`config.mk`:
```
export PLATFORM = sky130hd
export DESIGN_NAME = rock_setpoint
export DESIGN_NICKNAME = d
export VERILOG_FILES = /design/src/rtl/rock_pkg.sv /design/src/rtl/rock_timer.sv /design/src/rtl/rock_setpoint.sv
export SDC_FILE = /design/constraint.sdc
export NUM_CORES = 1
export LEC_CHECK = 0
export BUFFER_PORTS_ARGS = -buffer_cell sky130_fd_sc_hd__buf_4
export CORE_UTILIZATION = 65
export CTS_BUF_LIST = sky130_fd_sc_hd__clkbuf_8
export DETAILED_ROUTE_END_ITERATION = 10
export GPL_ROUTABILITY_DRIVEN = 0
export PLACE_DENSITY_LB_ADDON = 0.1
export SETUP_SLACK_MARGIN = 0.15
export SLEW_MARGIN = 25
export SYNTH_ARGS = -nofsm -noshare
export SYNTH_HDL_FRONTEND = slang
export SYNTH_SLANG_ARGS = --single-unit
export TNS_END_PERCENT = 30
```
`constraint.sdc`:
```
create_clock -name clk -period 4.3 [get_ports clk]
set_input_delay 0.86 -clock clk [delete_from_list [all_inputs] [get_ports clk]]
set_output_delay 0.86 -clock clk [all_outputs]
set_load 0.01 [all_outputs]
```
`src/rtl/rock_pkg.sv`:
```
// Shared FSM state type, default step constants and the frequency step helper
// for the rocking setpoint controller.
package rock_pkg;

  typedef enum logic [1:0] {
    ST_IDLE   = 2'd0,
    ST_APPLY  = 2'd1,
    ST_SETTLE = 2'd2
  } state_t;

  localparam int F_MIN_DEF          = 2;
  localparam int F_MAX_DEF          = 12;
  localparam int F_INIT_DEF         = 6;
  localparam int A_MIN_DEF          = 1;
  localparam int A_MAX_DEF          = 15;
  localparam int A_INIT_DEF         = 8;
  localparam int SETTLE_CYCLES_DEF  = 16;
  localparam int RECOVER_CYCLES_DEF = 64;

  // fmin and fplus together cancel; otherwise step one way and stay inside [lo,hi].
  function automatic logic [3:0] step_clamp(input logic [3:0] v, input logic up,
                                            input logic dn, input logic [3:0] lo,
                                            input logic [3:0] hi);
    if (up && !dn && v < hi) return 4'(v + 4'd1);
    if (dn && !up && v > lo) return 4'(v - 4'd1);
    return v;
  endfunction

endpackage

```
`src/rtl/rock_timer.sv`:
```
// Loadable down-counter with zero flag, used to time the post-change lockout.
module rock_timer #(
  parameter int W = 4
) (
  input  logic         clk,
  input  logic         reset,
  input  logic         load,
  input  logic [W-1:0] load_val,
  input  logic         dec,
  output logic         zero
);

  logic [W-1:0] cnt;

  always_ff @(posedge clk or posedge reset) begin
    if (reset)                 cnt <= '0;
    else if (load)             cnt <= load_val;
    else if (dec && cnt != '0) cnt <= cnt - W'(1);
  end

  assign zero = (cnt == '0);

endmodule

```
`src/rtl/rock_setpoint.sv`:
```
// Rocking frequency/amplitude setpoint controller with post-change lockout and
// slow amplitude recovery toward A_INIT while the user is quiet.
//
//   state     | meaning
//   ST_IDLE   | accept commands, run amplitude recovery
//   ST_APPLY  | one cycle; pending freq/amp written out next edge
//   ST_SETTLE | lockout, commands ignored until timer reaches 0
module rock_setpoint
  import rock_pkg::*;
#(
  parameter int F_MIN          = F_MIN_DEF,
  parameter int F_MAX          = F_MAX_DEF,
  parameter int F_INIT         = F_INIT_DEF,
  parameter int A_MIN          = A_MIN_DEF,
  parameter int A_MAX          = A_MAX_DEF,
  parameter int A_INIT         = A_INIT_DEF,
  parameter int SETTLE_CYCLES  = SETTLE_CYCLES_DEF,
  parameter int RECOVER_CYCLES = RECOVER_CYCLES_DEF
) (
  input  logic       clk,
  input  logic       reset,
  input  logic       fmin,
  input  logic       fplus,
  input  logic       amin,
  output logic [3:0] freq,
  output logic [3:0] amp,
  output logic       upd,
  output logic       busy,
  output logic       limit
);

  localparam int TW = (SETTLE_CYCLES > 1) ? $clog2(SETTLE_CYCLES) : 1;
  localparam int RW = $clog2(RECOVER_CYCLES) + 1;
  localparam logic [TW-1:0] SETTLE_LOAD = TW'(SETTLE_CYCLES - 1);
  localparam logic [RW-1:0] REC_LAST    = RW'(RECOVER_CYCLES - 1);
  localparam logic [3:0] F_LO = 4'(F_MIN);
  localparam logic [3:0] F_HI = 4'(F_MAX);
  localparam logic [3:0] A_LO = 4'(A_MIN);
  localparam logic [3:0] A_IN = 4'(A_INIT);

  state_t        state, state_nxt;
  logic [3:0]    freq_nxt, amp_nxt, pend_freq, pend_freq_nxt, pend_amp, pend_amp_nxt;
  logic          pend_amin, pend_amin_nxt;
  logic          upd_nxt, busy_nxt, limit_nxt;
  logic [RW-1:0] rec_cnt, rec_nxt;
  logic          tmr_load, tmr_dec, tmr_zero;
  logic          cmd_valid;
  logic [3:0]    tgt_freq, tgt_amp;

  assign cmd_valid = (fmin ^ fplus) | amin;
  assign tgt_freq  = step_clamp(freq, fplus, fmin, F_LO, F_HI);
  assign tgt_amp   = (amin && amp > A_LO) ? 4'(amp - 4'd1) : amp;

  rock_timer #(.W(TW)) u_settle (
    .clk      (clk),
    .reset    (reset),
    .load     (tmr_load),
    .load_val (SETTLE_LOAD),
    .dec      (tmr_dec),
    .zero     (tmr_zero)
  );

  always_comb begin
    state_nxt     = state;
    freq_nxt      = freq;
    amp_nxt       = amp;
    upd_nxt       = 1'b0;
    limit_nxt     = 1'b0;
    rec_nxt       = rec_cnt;
    pend_freq_nxt = pend_freq;
    pend_amp_nxt  = pend_amp;
    pend_amin_nxt = pend_amin;
    tmr_load      = 1'b0;
    tmr_dec       = 1'b0;
    case (state)
      ST_IDLE: begin
        if (cmd_valid) begin
          // a command arriving on the recovery expiry cycle takes priority
          if (rec_cnt == REC_LAST) rec_nxt = '0;
          if (tgt_freq != freq || tgt_amp != amp) begin
            pend_freq_nxt = tgt_freq;
            pend_amp_nxt  = tgt_amp;
            pend_amin_nxt = amin;
            state_nxt     = ST_APPLY;
          end else begin
            limit_nxt = 1'b1;
          end
        end else if (rec_cnt == REC_LAST) begin
          if (amp < A_IN) begin
            amp_nxt = 4'(amp + 4'd1);
            upd_nxt = 1'b1;
            rec_nxt = '0;
          end
        end else begin
          rec_nxt = RW'(rec_cnt + RW'(1));
        end
      end
      ST_APPLY: begin
        freq_nxt  = pend_freq;
        amp_nxt   = pend_amp;
        upd_nxt   = 1'b1;
        tmr_load  = 1'b1;
        state_nxt = ST_SETTLE;
        if (pend_amin) rec_nxt = '0;
      end
      ST_SETTLE: begin
        if (tmr_zero) state_nxt = ST_IDLE;
        else          tmr_dec   = 1'b1;
      end
      default: state_nxt = ST_IDLE;
    endcase
    busy_nxt = (state_nxt != ST_IDLE);
  end

  always_ff @(posedge clk or posedge reset) begin
    if (reset) begin
      state     <= ST_IDLE;
      freq      <= 4'(F_INIT);
      amp       <= A_IN;
      upd       <= 1'b0;
      busy      <= 1'b0;
      limit     <= 1'b0;
      rec_cnt   <= '0;
      pend_freq <= 4'(F_INIT);
      pend_amp  <= A_IN;
      pend_amin <= 1'b0;
    end else begin
      state     <= state_nxt;
      freq      <= freq_nxt;
      amp       <= amp_nxt;
      upd       <= upd_nxt;
      busy      <= busy_nxt;
      limit     <= limit_nxt;
      rec_cnt   <= rec_nxt;
      pend_freq <= pend_freq_nxt;
      pend_amp  <= pend_amp_nxt;
      pend_amin <= pend_amin_nxt;
    end
  end

endmodule

```
### Word-level counts from Yosys, hierarchy flattened

Cells that the tools add are included.

* register bits: 33
* word-level logic and storage cells: 86
* bits of input ports: 5

* mux-type cells: 34
* equal/unequal tests: 11
* add/sub/neg operators: 6
* order comparisons: 4
* reduce and logical (&&, ||, !) cells: 18
* bitwise operators: 2

Operators by type and width (number)
* 4-bit two-way mux: 10
* 7-bit two-way mux: 5
* 7-bit one-hot mux with 2 select lines: 1
* 1-bit two-way mux: 12
* 4-bit by 1-bit subtractor with 4-bit output (second input constant): 3
* 4-bit by 1-bit adder with 4-bit output (second input constant): 2
* 4-bit less-than comparator (second input constant): 2
* 2-bit inequality test (second input constant): 4
* 4-bit inequality test: 2
* 4-bit one-hot mux with 2 select lines: 1
* 4-bit AND reduction: 2
* 7-bit by 1-bit adder with 7-bit output (second input constant): 1
* 7-bit by 6-bit equality test with 1-bit output (second input constant): 1
* 1-bit logical AND: 6
* 2-bit two-way mux: 3
* 2-bit one-hot mux with 3 select lines: 1
* 2-bit nonzero test: 3
* 4-bit by 1-bit greater-than comparator with 1-bit output (second input constant): 1
* 4-bit by 2-bit greater-than comparator with 1-bit output (second input constant): 1
* 4-bit zero test: 1
* 4-bit inequality test (second input constant): 1
* 4-bit nonzero test: 1
* 3-bit inequality test (second input constant): 1
* 3-bit AND reduction: 1
* 8 further kinds: 9

### Logic depth before layout (Yosys ltp)

Gate-level depths: netlist (run 1).

* word-level depth: 13
* gate-level depth with buffers: 7

### Hierarchy

A second synthesis (run 1) with hierarchy kept.

* cell total of the unflattened synthesis: 191
* area total of the unflattened synthesis: 1950.6 µm²

By module, submodules not included
* rock_setpoint: area each 1689.1 µm², cells an instance 163, instances 1, seq. area each 733.2 µm²
* rock_timer: area each 261.5 µm², cells an instance 28, instances 1, seq. area each 100.1 µm²

### Worst setup path before layout (run 1)

No wires, ideal clock.

* kind: input to register
* from: in fmin
* to: reg pend_amin
* cell stages on the path: 7
* setup slack: 1.896 ns
* setup time: 0.125 ns
* arrival time: 2.279 ns
* buffers on the path: 1
* path through: inv_1 -> ha_1 -> nor2b_1 -> or3_1 -> a21oi_2 -> buf_6 -> mux2_4

* longest elaborated chain between the ends: 9
* elaborated cells on any way between the ends: 16

Ends and longest elaborated chain
* from (decl): RTL line rock_setpoint.sv:22 `input logic fmin,`
* 1-bit logical AND (2 in a row): RTL line rock_pkg.sv:25 `if (dn && !up && v > lo) return 4'(v - 4'd1);`
* 1-bit two-way mux (2 in a row): RTL line rock_pkg.sv:25
* 4-bit two-way mux: RTL line rock_pkg.sv:26 `return v;`
* 4-bit two-way mux: RTL line rock_pkg.sv:25
* 4-bit inequality test: RTL line rock_setpoint.sv:80 `if (tgt_freq != freq || tgt_amp != amp) begin`
* 1-bit logical OR: RTL line rock_setpoint.sv:80
* 3-bit AND reduction (no source line) *
* to (signal assigned): RTL line rock_setpoint.sv:137 `pend_amin <= pend_amin_nxt;`
* to (decl): RTL line rock_setpoint.sv:43 `logic pend_amin, pend_amin_nxt;`

Mark *: on every way between the ends. The rest lies on a longest branch, timed or not. The select of a mux whose other input is x is not followed.
A chain may end at the register's enable or synchronous reset.

### Worst setup path after layout (run 1)

* from: in fmin
* to: reg pend_amp[0]

* longest elaborated chain between the ends: 9
* elaborated cells on any way between the ends: 16

Ends and longest elaborated chain
* 1-bit logical AND (2 in a row): RTL line rock_pkg.sv:25
* 1-bit two-way mux (2 in a row): RTL line rock_pkg.sv:25
* 4-bit two-way mux: RTL line rock_pkg.sv:26
* 4-bit two-way mux: RTL line rock_pkg.sv:25
* 4-bit inequality test: RTL line rock_setpoint.sv:80
* 1-bit logical OR: RTL line rock_setpoint.sv:80
* 3-bit AND reduction (no source line) *
* to (signal assigned): RTL line rock_setpoint.sv:136 `pend_amp <= pend_amp_nxt;`
* to (decl): RTL line rock_setpoint.sv:42 `logic [3:0] freq_nxt, amp_nxt, pend_freq, pend_freq_nxt, pend_amp, pend_amp_nxt;`

Marks and branches as above.

==> run metrics, run 1 <==
predominant post-synthesis flop cell=dfrtp_1; TritonCTS Buffers=5; post-synthesis average cell area=10.8 sq um; number of flops mapped to enable cells by yosys=0; n_diodes=0; Inst Count DP=218; initial drt markers=81; Worst slew margin=0.500; syn_nets=193; Met1 Wirelength=1680 um; DPL Wire Length=2600 um; root buffer cell=clkbuf_8; total grt overflow=0; Final Hold Fails=0; Syn. warnings=0; Crit Path Max Fanout=11; routed vias/inst=6.04; total track usage=0.263; area of the core=2780 sq um; initial antenna violation count=0; Syn Std Cell Area=1930 sq um; Post-Layout Cell Count=226; I/O pins=16; WL/cell=16.5 um; RSZ-0062 raised after global routing=false; clock period minus worst slack=2.69 ns; met3 WL=120 um; max layer used=met4; met2 wire len=1860 um; Area Growth Syn to Fin=10.1%; final period utilization=0.624; CP startpoint kind=input pin; most frequent cells in the layout=dfrtp_1 (27), buf_4 (16), inv_1 (15), nand2_1 (15), a21oi_1 (11); Final ANT Viol Nets=0; DR vias=1364; Initial Utilization=0.693; layout cells sized above 1=0.256; first-pass GRT wire length=6310 um; Clock Path Buffers=2; cts hold-fix bufs=0; flops & latches, synth=33; PwrDens=636 nW/um^2; Final setup viols=0; FFs w/ async S/R, synth=1.00; Unique masters post-synth=46; post-CTS resize count=0; vias in the first global route=1365; Max-Cap Viols=0; First-pass DRT Iterations=4; status=complete, no violations; final setup margin=1.61 ns; pre-CTS setup slack=1.33 ns; Die H=56.5 um; # H-tree levels=2; Synth area leaders=dfrtp_1 (35%), dfstp_2 (8.2%), mux2_4 (6.2%), ha_1 (5.8%), nand2_1 (2.9%); largest net degree at the start of global routing=34; count of final max-slew check failures=0; Clock Latency Late Sink=0.28 ns; Buffers on Ports=15; FP Rows=19; Layout Skew=0.00486 ns; Num Clock Sinks=33; final WL=3720 um; commonest non-fill, non-tap cell in the layout=dfrtp_1; cells after synthesis=179; Seq/Total Area, Yosys=0.432; CTS tree=built; die width=56.5 um; Fmax=372 MHz; P_leak=0.000976 uW; layout net count=208; HP Class=flop to flop; residual DRC count=0; Critical Path AT=2.85 ns; critical path class=input pin to flop; WP data required=4.47 ns; top-area cell type share of the netlist area=0.350; setup TNS=0 ns; Die Area=3190 sq um; VDD IR max=0.000527 V; actual slew at the worst max-slew pin=0.751 ns; Reg clk slew, reported paths=0.07 ns; cell taking the most area after synthesis=dfrtp_1; Setup crit end kind=flop; Setup Buffers After CTS=0
## per-layer routing
metal	vias to the layer above	global-route usage
met5	-	0
met4	0	0.111
met3	8	0.0737
met2	29	0.429
met1	665	0.328
li1	662	-
## logic make-up (layout without fill, tap and decap cells)
logic type,Yosys count,after routing,synth area share
AO/OA/AOI/OAI,43,43,0.195
buffers and inverters,22,38,0.0532
XOR/XNOR,6,6,0.0273
multiplexers,13,13,0.0889
adder cells (fa/ha/maj),9,9,0.0584
AND/OR/NAND/NOR,53,53,0.145
flip-flops,33,33,0.432
## cell usage after synthesis, types with 3 or more instances
| library cell | count |
|---|---|
| dfrtp_1 | 27 |
| nand2_1 | 15 |
| inv_1 | 14 |
| a21oi_1 | 11 |
| ha_1 | 9 |
| nor2_1 | 9 |
| mux2_4 | 8 |
| dfstp_2 | 6 |
| nand2b_1 | 6 |
| o21ai_0 | 6 |
| a31oi_1 | 5 |
| xnor2_1 | 5 |
| and3_1 | 4 |
| buf_2 | 4 |
| mux2i_1 | 4 |
| nor3_1 | 4 |
| and4_1 | 3 |
| nand3_1 | 3 |
| nor2b_1 | 3 |
## critical path, cell delays in order
cell and delay (ns):
buf_4 0.09, inv_1 0.04, ha_1 0.32, nor2b_1 0.19, or3_1 0.37, a21oi_2 0.58
mux2_2 0.41
## cell type report
type	count	area (sq um)
multi-input combinational	124	995
fill	181	659
timing repair buffer	16	120
inverter	14	52.6
tap	31	38.8
sequential	33	833
clock inverter	3	13.8
clock buffer	5	68.8
## sequential cells by signal, indices dropped and copies added, names as in the netlist
name          cells
rec_cnt           7
amp               4
freq              4
pend_amp          4
pend_freq         4
u_settle.cnt      4
state             2
busy              1
limit             1
pend_amin         1
upd               1
## through the flow
stage	instance area (sq um)	power [uW]	hold slack (ns)	util
6_report	2120	1350	0.477	0.763
5_1_grt	2120	1440	0.493	0.763
2_1_floorplan	1930	973	0.434	-
3_5_place_dp	2040	1130	0.462	0.733
3_3_place_gp	2040	1090	0.448	0.732
4_1_cts	2120	1350	0.470	0.763
## report_power, final
group	leakage, uW	internal [uW]	switching [uW]	total [uW]
clock network	0.0000491	110	111	221
logic	0.000526	275	256	532
registers	0.000401	443	154	597
total	0.000976	829	522	1350
## path summary, 6_finish.rpt
check                                  start      endpoint  slack, ns  cells past startpoint
worst max register to register        amp[0]   pend_amp[0]       1.99                      6
worst max-delay path                    fmin   pend_amp[0]       1.61                      7
min in group asynchronous              reset       freq[0]       0.67                      3
worst min-delay path            pend_freq[2]       freq[2]       0.48                      2
worst min register to register  pend_freq[2]       freq[2]       0.48                      2
max in group asynchronous              reset  pend_freq[1]       3.30                      3
(Power assumes the default switching activity.)
==> run 2, diff against run 1 <==
- ABC_AREA: default -> 1
- CORE_UTILIZATION: 65 -> 56
- clock period: 4.3 -> 2.25 ns (I/O delays scaled with it)
==> run metrics, run 2 <==
die width=61.4 um (+8.8%); initial antenna violation count=0 (unchanged); Die Area=3770 sq um (+18%); predominant post-synthesis flop cell=dfrtp_1; Unique masters post-synth=33 (-28%); count of final max-slew check failures=0 (unchanged); Setup Buffers After CTS=0 (unchanged); First-pass DRT Iterations=4 (unchanged); worst r2r src=rec_cnt[0]; Setup crit end kind=flop; Design Area, Final=2230 sq um (+5.2%); Synth top cells by count=nand2_1 (87), dfrtp_1 (27), inv_1 (26); most frequent cells in the layout=nand2_1 (87), inv_1 (27), dfrtp_1 (27), nand3_1 (20), buf_4 (17); Critical-path top delay cell=dfrtp_1; status=complete, no violations; DPL Wire Length=2660 um (+2.6%); largest net degree at the start of global routing=34 (unchanged); top-area cell type share of the netlist area=0.342 (-0.00865); PwrDens=1300 nW/um^2 (+100%); Max-Cap Viols=0 (unchanged); layout net count=283 (+36%); total track usage=0.245 (-0.0184); initial drt markers=146 (+80%); FFs w/ async S/R, synth=1.00 (unchanged); WHS=0.248 ns (-0.229 ns); number of flops mapped to enable cells by yosys=0 (unchanged); Biggest register=rec_cnt; CTS tree=built; worst r2r dst=rec_cnt[5]; worst reg2reg path depth=10 (+4); residual DRC count=0 (unchanged); post-synthesis average cell area=7.91 sq um (-27%); layout cells sized above 1=0.204 (-0.0527); routed vias/inst=5.11 (-15%); setup TNS=0 ns (unchanged); critical path class=flop to flop; # H-tree levels=2 (unchanged); HP Class=input pin to async pin; Syn. warnings=0 (unchanged); cell taking the most area after synthesis=dfrtp_1; Most Frequent Cell on Critical Path=nand2_1; area post-placement=2120 sq um (+3.7%); I/O pins=16 (unchanged); Critical Path AT=1.93 ns (-0.92 ns); Fmax=572 MHz; Reg clk slew, reported paths=0.07 ns (about the same); Area Growth Syn to Fin=12.9%; P_leak=0.00119 uW (+22%); Buffers on Ports=15 (unchanged); Die H=61.4 um (+8.8%); final setup margin=0.503 ns (-1.11 ns); flops & latches, synth=33 (unchanged); RSZ-0062 raised after global routing=false; worst-path cell chain=ha_1, nand3_2, inv_2, nand2_2, inv_2, nand3b_1, nand2_1, inv_1, nand2_1, nand2_1; Final setup viols=0 (unchanged); Clock Latency Late Sink=0.29 ns (about the same); Num Clock Sinks=33 (unchanged); pre-CTS setup slack=0.291 ns (-1.04 ns); Synth area leaders=dfrtp_1 (34%), nand2_1 (17%), dfstp_2 (8.0%), ha_1 (5.7%), nand3_1 (5.1%); Final Hold Fails=0 (unchanged); most common cell in the netlist=nand2_1; Seq/Total Area, Yosys=0.422 (-0.0107); final WL=3830 um (+2.8%); first-pass GRT wire length=6670 um (+5.8%); Layout Skew=0.0116 ns (+0.00673 ns); Crit Path Max Fanout=11 (unchanged); root buffer cell=clkbuf_8; slowest cell delay on critical path=0.43 ns (-0.15 ns); area of the core=3360 sq um (+21%); Final ANT Viol Nets=0 (unchanged); n_diodes=0 (unchanged); post-CTS resize count=0 (unchanged); Clock Path Buffers=2 (unchanged); FP Rows=21 (+2); final period utilization=0.777; WP data required=2.43 ns (-2.04 ns); reg2reg setup slack=0.50 ns (-1.49 ns); TritonCTS Buffers=5 (unchanged); cts hold-fix bufs=0 (unchanged); cells after synthesis=250 (+40%); vias in the first global route=1503 (+10%); number of flip-flops under the largest register name=7 (unchanged); syn_nets=264 (+37%); actual slew at the worst max-slew pin=0.444 ns (-0.307 ns); WL/cell=12.1 um (-26%); DR vias=1614 (+18%); CP startpoint kind=flop; VDD IR max=0.000757 V (+44%); Syn Std Cell Area=1980 sq um (+2.5%); Worst slew margin=0.704 (+0.204); clock period minus worst slack=1.75 ns; total grt overflow=0 (unchanged); Initial Utilization=0.588 (-0.105); commonest non-fill, non-tap cell in the layout=nand2_1
## run 2: changes by cell type in the layout (fill, tap and decap cells not counted), moves of 6 or more
cell,previous run,this run
nand2_1,15,87
nand3_1,3,20
inv_1,15,27
a21oi_1,11,1
mux2_4,8,0
o21ai_0,6,14
nand2b_1,6,0
## run 2: metal layers
| metal | GRT usage | vias to the layer above | wire length (um) |
|---|---|---|---|
| met5 | 0 | - | 0 |
| met4 | 0.0825 | 0 | 37 |
| met3 | 0.0630 | 3 | 153 |
| met2 | 0.398 | 34 | 1840 |
| met1 | 0.321 | 750 | 1800 |
| li1 | - | 827 | - |
## run 2: worst max-delay path: cells and delay by family (launching register included)
| kind | cells | cell delay [ns] |
|---|---|---|
| adder cells (fa/ha/maj) | 1 | 0.23 |
| buffers and inverters | 3 | 0.30 |
| flip-flops | 1 | 0.43 |
| AND/OR/NAND/NOR | 6 | 0.68 |
## run 2: where the power goes
part	leakage [uW]	internal [uW]	switching, uW
clock network	0.0000626	356	216
logic	0.000720	484	814
registers	0.000406	840	197
total	0.00119	1680	1230
## run 2: final cells by class
cell class / instances / area, sq um
Inverter: 31 / 116
Clock inverter: 2 / 33.8
Clock buffer: 6 / 82.6
Timing Repair Buffer: 17 / 128
Fill cell: 310 / 1130
Tap cell: 46 / 57.6
Multi-Input combinational cell: 181 / 981
Sequential cell: 33 / 833
## run 2: worst max-delay path by stage
stage	cells after the start	endpoint	slack, ns	from
after detailed placement	11	rec_cnt[5]	0.29	fmin
after global routing	10	rec_cnt[4]	0.31	rec_cnt[0]
after floorplan	10	rec_cnt[2]	0.65	fmin
after global placement	11	rec_cnt[5]	0.31	fmin
final	10	rec_cnt[5]	0.50	rec_cnt[0]
after CTS	10	rec_cnt[5]	0.50	rec_cnt[0]
## run 2: logic make-up after synthesis
logic type | Yosys count | synth area share
and+or+nand+nor | 138 | 0.317
buffers and inverters | 36 | 0.0823
DFF | 33 | 0.422
AOI/OAI and AO/OA | 26 | 0.0867
adders and majority gates | 9 | 0.0570
xor gates and xnor gates | 8 | 0.0354
## run 2: through the flow
| stage | instances | total power [uW] | utilization |
|---|---|---|---|
| after floorplan | 250 | 2020 | - |
| after global placement | 308 | 2280 | 0.629 |
| after detailed placement | 308 | 2330 | 0.629 |
| after CTS | 316 | 2930 | 0.664 |
| after global routing | 316 | 3170 | 0.664 |
| final | 316 | 2910 | 0.664 |
==> run 3, diff against run 2 <==
- ABC_AREA: 1 -> 0
- CORE_UTILIZATION: 56 -> 61
- clock period: 2.25 -> 1.8 ns (I/O delays scaled with it)
==> run metrics, run 3 (same netlist as run 1, synthesis figures left out) <==
status=complete, no violations; Critical-path top delay cell=dfrtp_2; Clock Path Buffers=2 (unchanged); Biggest register=rec_cnt; final WL=4090 um (+7.0%); Final Hold Fails=0 (unchanged); critical path class=flop to flop; Worst slew margin=0.724 (+0.0205); clock period minus worst slack=1.68 ns (-0.0695 ns); Buffers on Ports=15 (unchanged); I/O pins=16 (unchanged); worst reg2reg path depth=7 (-3); First-pass DRT Iterations=4 (unchanged); residual DRC count=0 (unchanged); VDD IR max=0.000738 V (-2.4%); slowest cell delay on critical path=0.44 ns (about the same); layout net count=235 (-17%); Max-Cap Viols=0 (unchanged); WP data required=2.02 ns (-0.41 ns); final period utilization=0.932 (+0.156); setup TNS=0 ns (unchanged); routed vias/inst=5.55 (+8.6%); worst r2r dst=pend_amp[1]; area post-placement=2270 sq um (+7.1%); Fmax=596 MHz (+4.1%); # H-tree levels=2 (unchanged); TritonCTS Buffers=5 (unchanged); Critical Path AT=1.90 ns (-0.03 ns); CP startpoint kind=flop; vias in the first global route=1502 (-0.067%); WL/cell=15.4 um (+27%); Num Clock Sinks=33 (unchanged); commonest non-fill, non-tap cell in the layout=buf_4; total grt overflow=0 (unchanged); HP Class=input pin to async pin; Design Area, Final=2460 sq um (+10%); Worst setup startpoint=amp[0]; total track usage=0.275 (+0.0303); root buffer cell=clkbuf_8; DR vias=1476 (-8.6%); Die Area=3390 sq um (-10%); reg2reg setup slack=0.12 ns (-0.38 ns); worst-path cell chain=inv_2, ha_4, nor2_4, o31ai_4, buf_6, mux2i_1, mux2_4; Final setup viols=0 (unchanged); die width=58.2 um (-5.2%); worst r2r src=amp[0]; FP Rows=20 (-4.8%); layout cells sized above 1=0.410 (+0.206); initial antenna violation count=0 (unchanged); Multi-input gate area=1100 sq um (+12%); PwrDens=1510 nW/um^2 (+16%); actual slew at the worst max-slew pin=0.414 ns (-0.0303 ns); first-pass GRT wire length=6910 um (+3.5%); P_leak=0.00112 uW (-5.8%); Reg clk slew, reported paths=0.06 ns (about the same); Final ANT Viol Nets=0 (unchanged); Crit Path Max Fanout=4 (-7); Layout Skew=0.00728 ns (-0.00431 ns); initial drt markers=80 (-45%); n_diodes=0 (unchanged); Area Growth Syn to Fin=27.6%; Post-Layout Cell Count=266 (-16%); most frequent cells in the layout=buf_4 (40), dfrtp_1 (25), nand2_1 (15), inv_1 (13), a21oi_1 (11); number of flip-flops under the largest register name=7 (unchanged); largest net degree at the start of global routing=34 (unchanged); Inst Count DP=253 (-18%); DPL Wire Length=2900 um (+8.9%); RSZ-0062 raised after global routing=true; area of the core=3030 sq um (-10%); Die H=58.2 um (-5.2%); final design utilization=0.813 (+0.149); Setup crit end kind=flop; CTS tree=built; count of final max-slew check failures=0 (unchanged); Clock Latency Late Sink=0.29 ns (about the same); Fill cells=188 (-39%); Initial Utilization=0.637 (+0.0490); Sequential cell area=836 sq um (+0.30%)
==> run 3: changes by cell type in the layout (fill, tap and decap cells not counted), moves of 6 or more <==
cell      delta
nand3_1     -17
mux2_4       +8
nand2_1     -72
inv_1       -14
o21ai_0      -8
nand2b_1     +6
a21oi_1     +10
buf_4       +23
==> run 3: worst max-delay path, delay by kind of cell, from the launching register on <==
kind            cells  cell delay (ns)
compound gates      1             0.25
fa+ha+maj           1             0.15
flops               1             0.44
mux                 2             0.47
simple gates        1             0.04
buf+inv             2             0.25
==> run 3: how the worst max path moves through the flow <==
stage / slack (ns) / end
global route: 0.05 / rec_cnt[5]
CTS: 0.15 / rec_cnt[1]
detailed placement: -0.18 / pend_freq[0]
finish: 0.12 / pend_amp[1]
global placement: -0.14 / pend_freq[0]
floorplan: 0.006 / pend_amin
==> run 3: metal layers <==
metal	GRT usage	wire [um]	vias up
met5	0	0	-
met4	0.109	97	0
met3	0.0670	87	9
met2	0.476	2090	21
met1	0.329	1820	726
li1	-	-	720
==> run 3: area by class of cell <==
cell class                 count  share of cell area
timing repair buffer          43               0.136
clock buffer                   5              0.0280
inverter                      14              0.0234
multi-input combinational    124               0.446
tap                           44              0.0224
sequential                    33               0.340
clock inverter                 3             0.00508
==> run 3: report_power, final <==
| group | internal [uW] | switching (uW) |
|---|---|---|
| Combinational | 982 | 869 |
| Clock | 259 | 261 |
| Sequential | 1060 | 276 |
| Total | 2300 | 1410 |
==> run 3: metrics by stage <==
stage	hold slack, ns	total power [uW]	setup WS (ns)
CTS	0.158	3680	0.154
global route	0.210	3950	0.0536
global placement	0.463	2890	-0.144
finish	0.154	3710	0.122
detailed placement	0.459	3000	-0.184
floorplan	0.434	2370	0.00555
==> run 3: what timing repair did <==
| action | in CTS | in global routing |
|---|---|---|
| setup buffers | 4 | 1 |
| hold buffers | 0 | 0 |
| resized for setup | 15 | 5 |
| pin swaps | 4 | 2 |
| endpoints found under the setup margin | 20 | 21 |
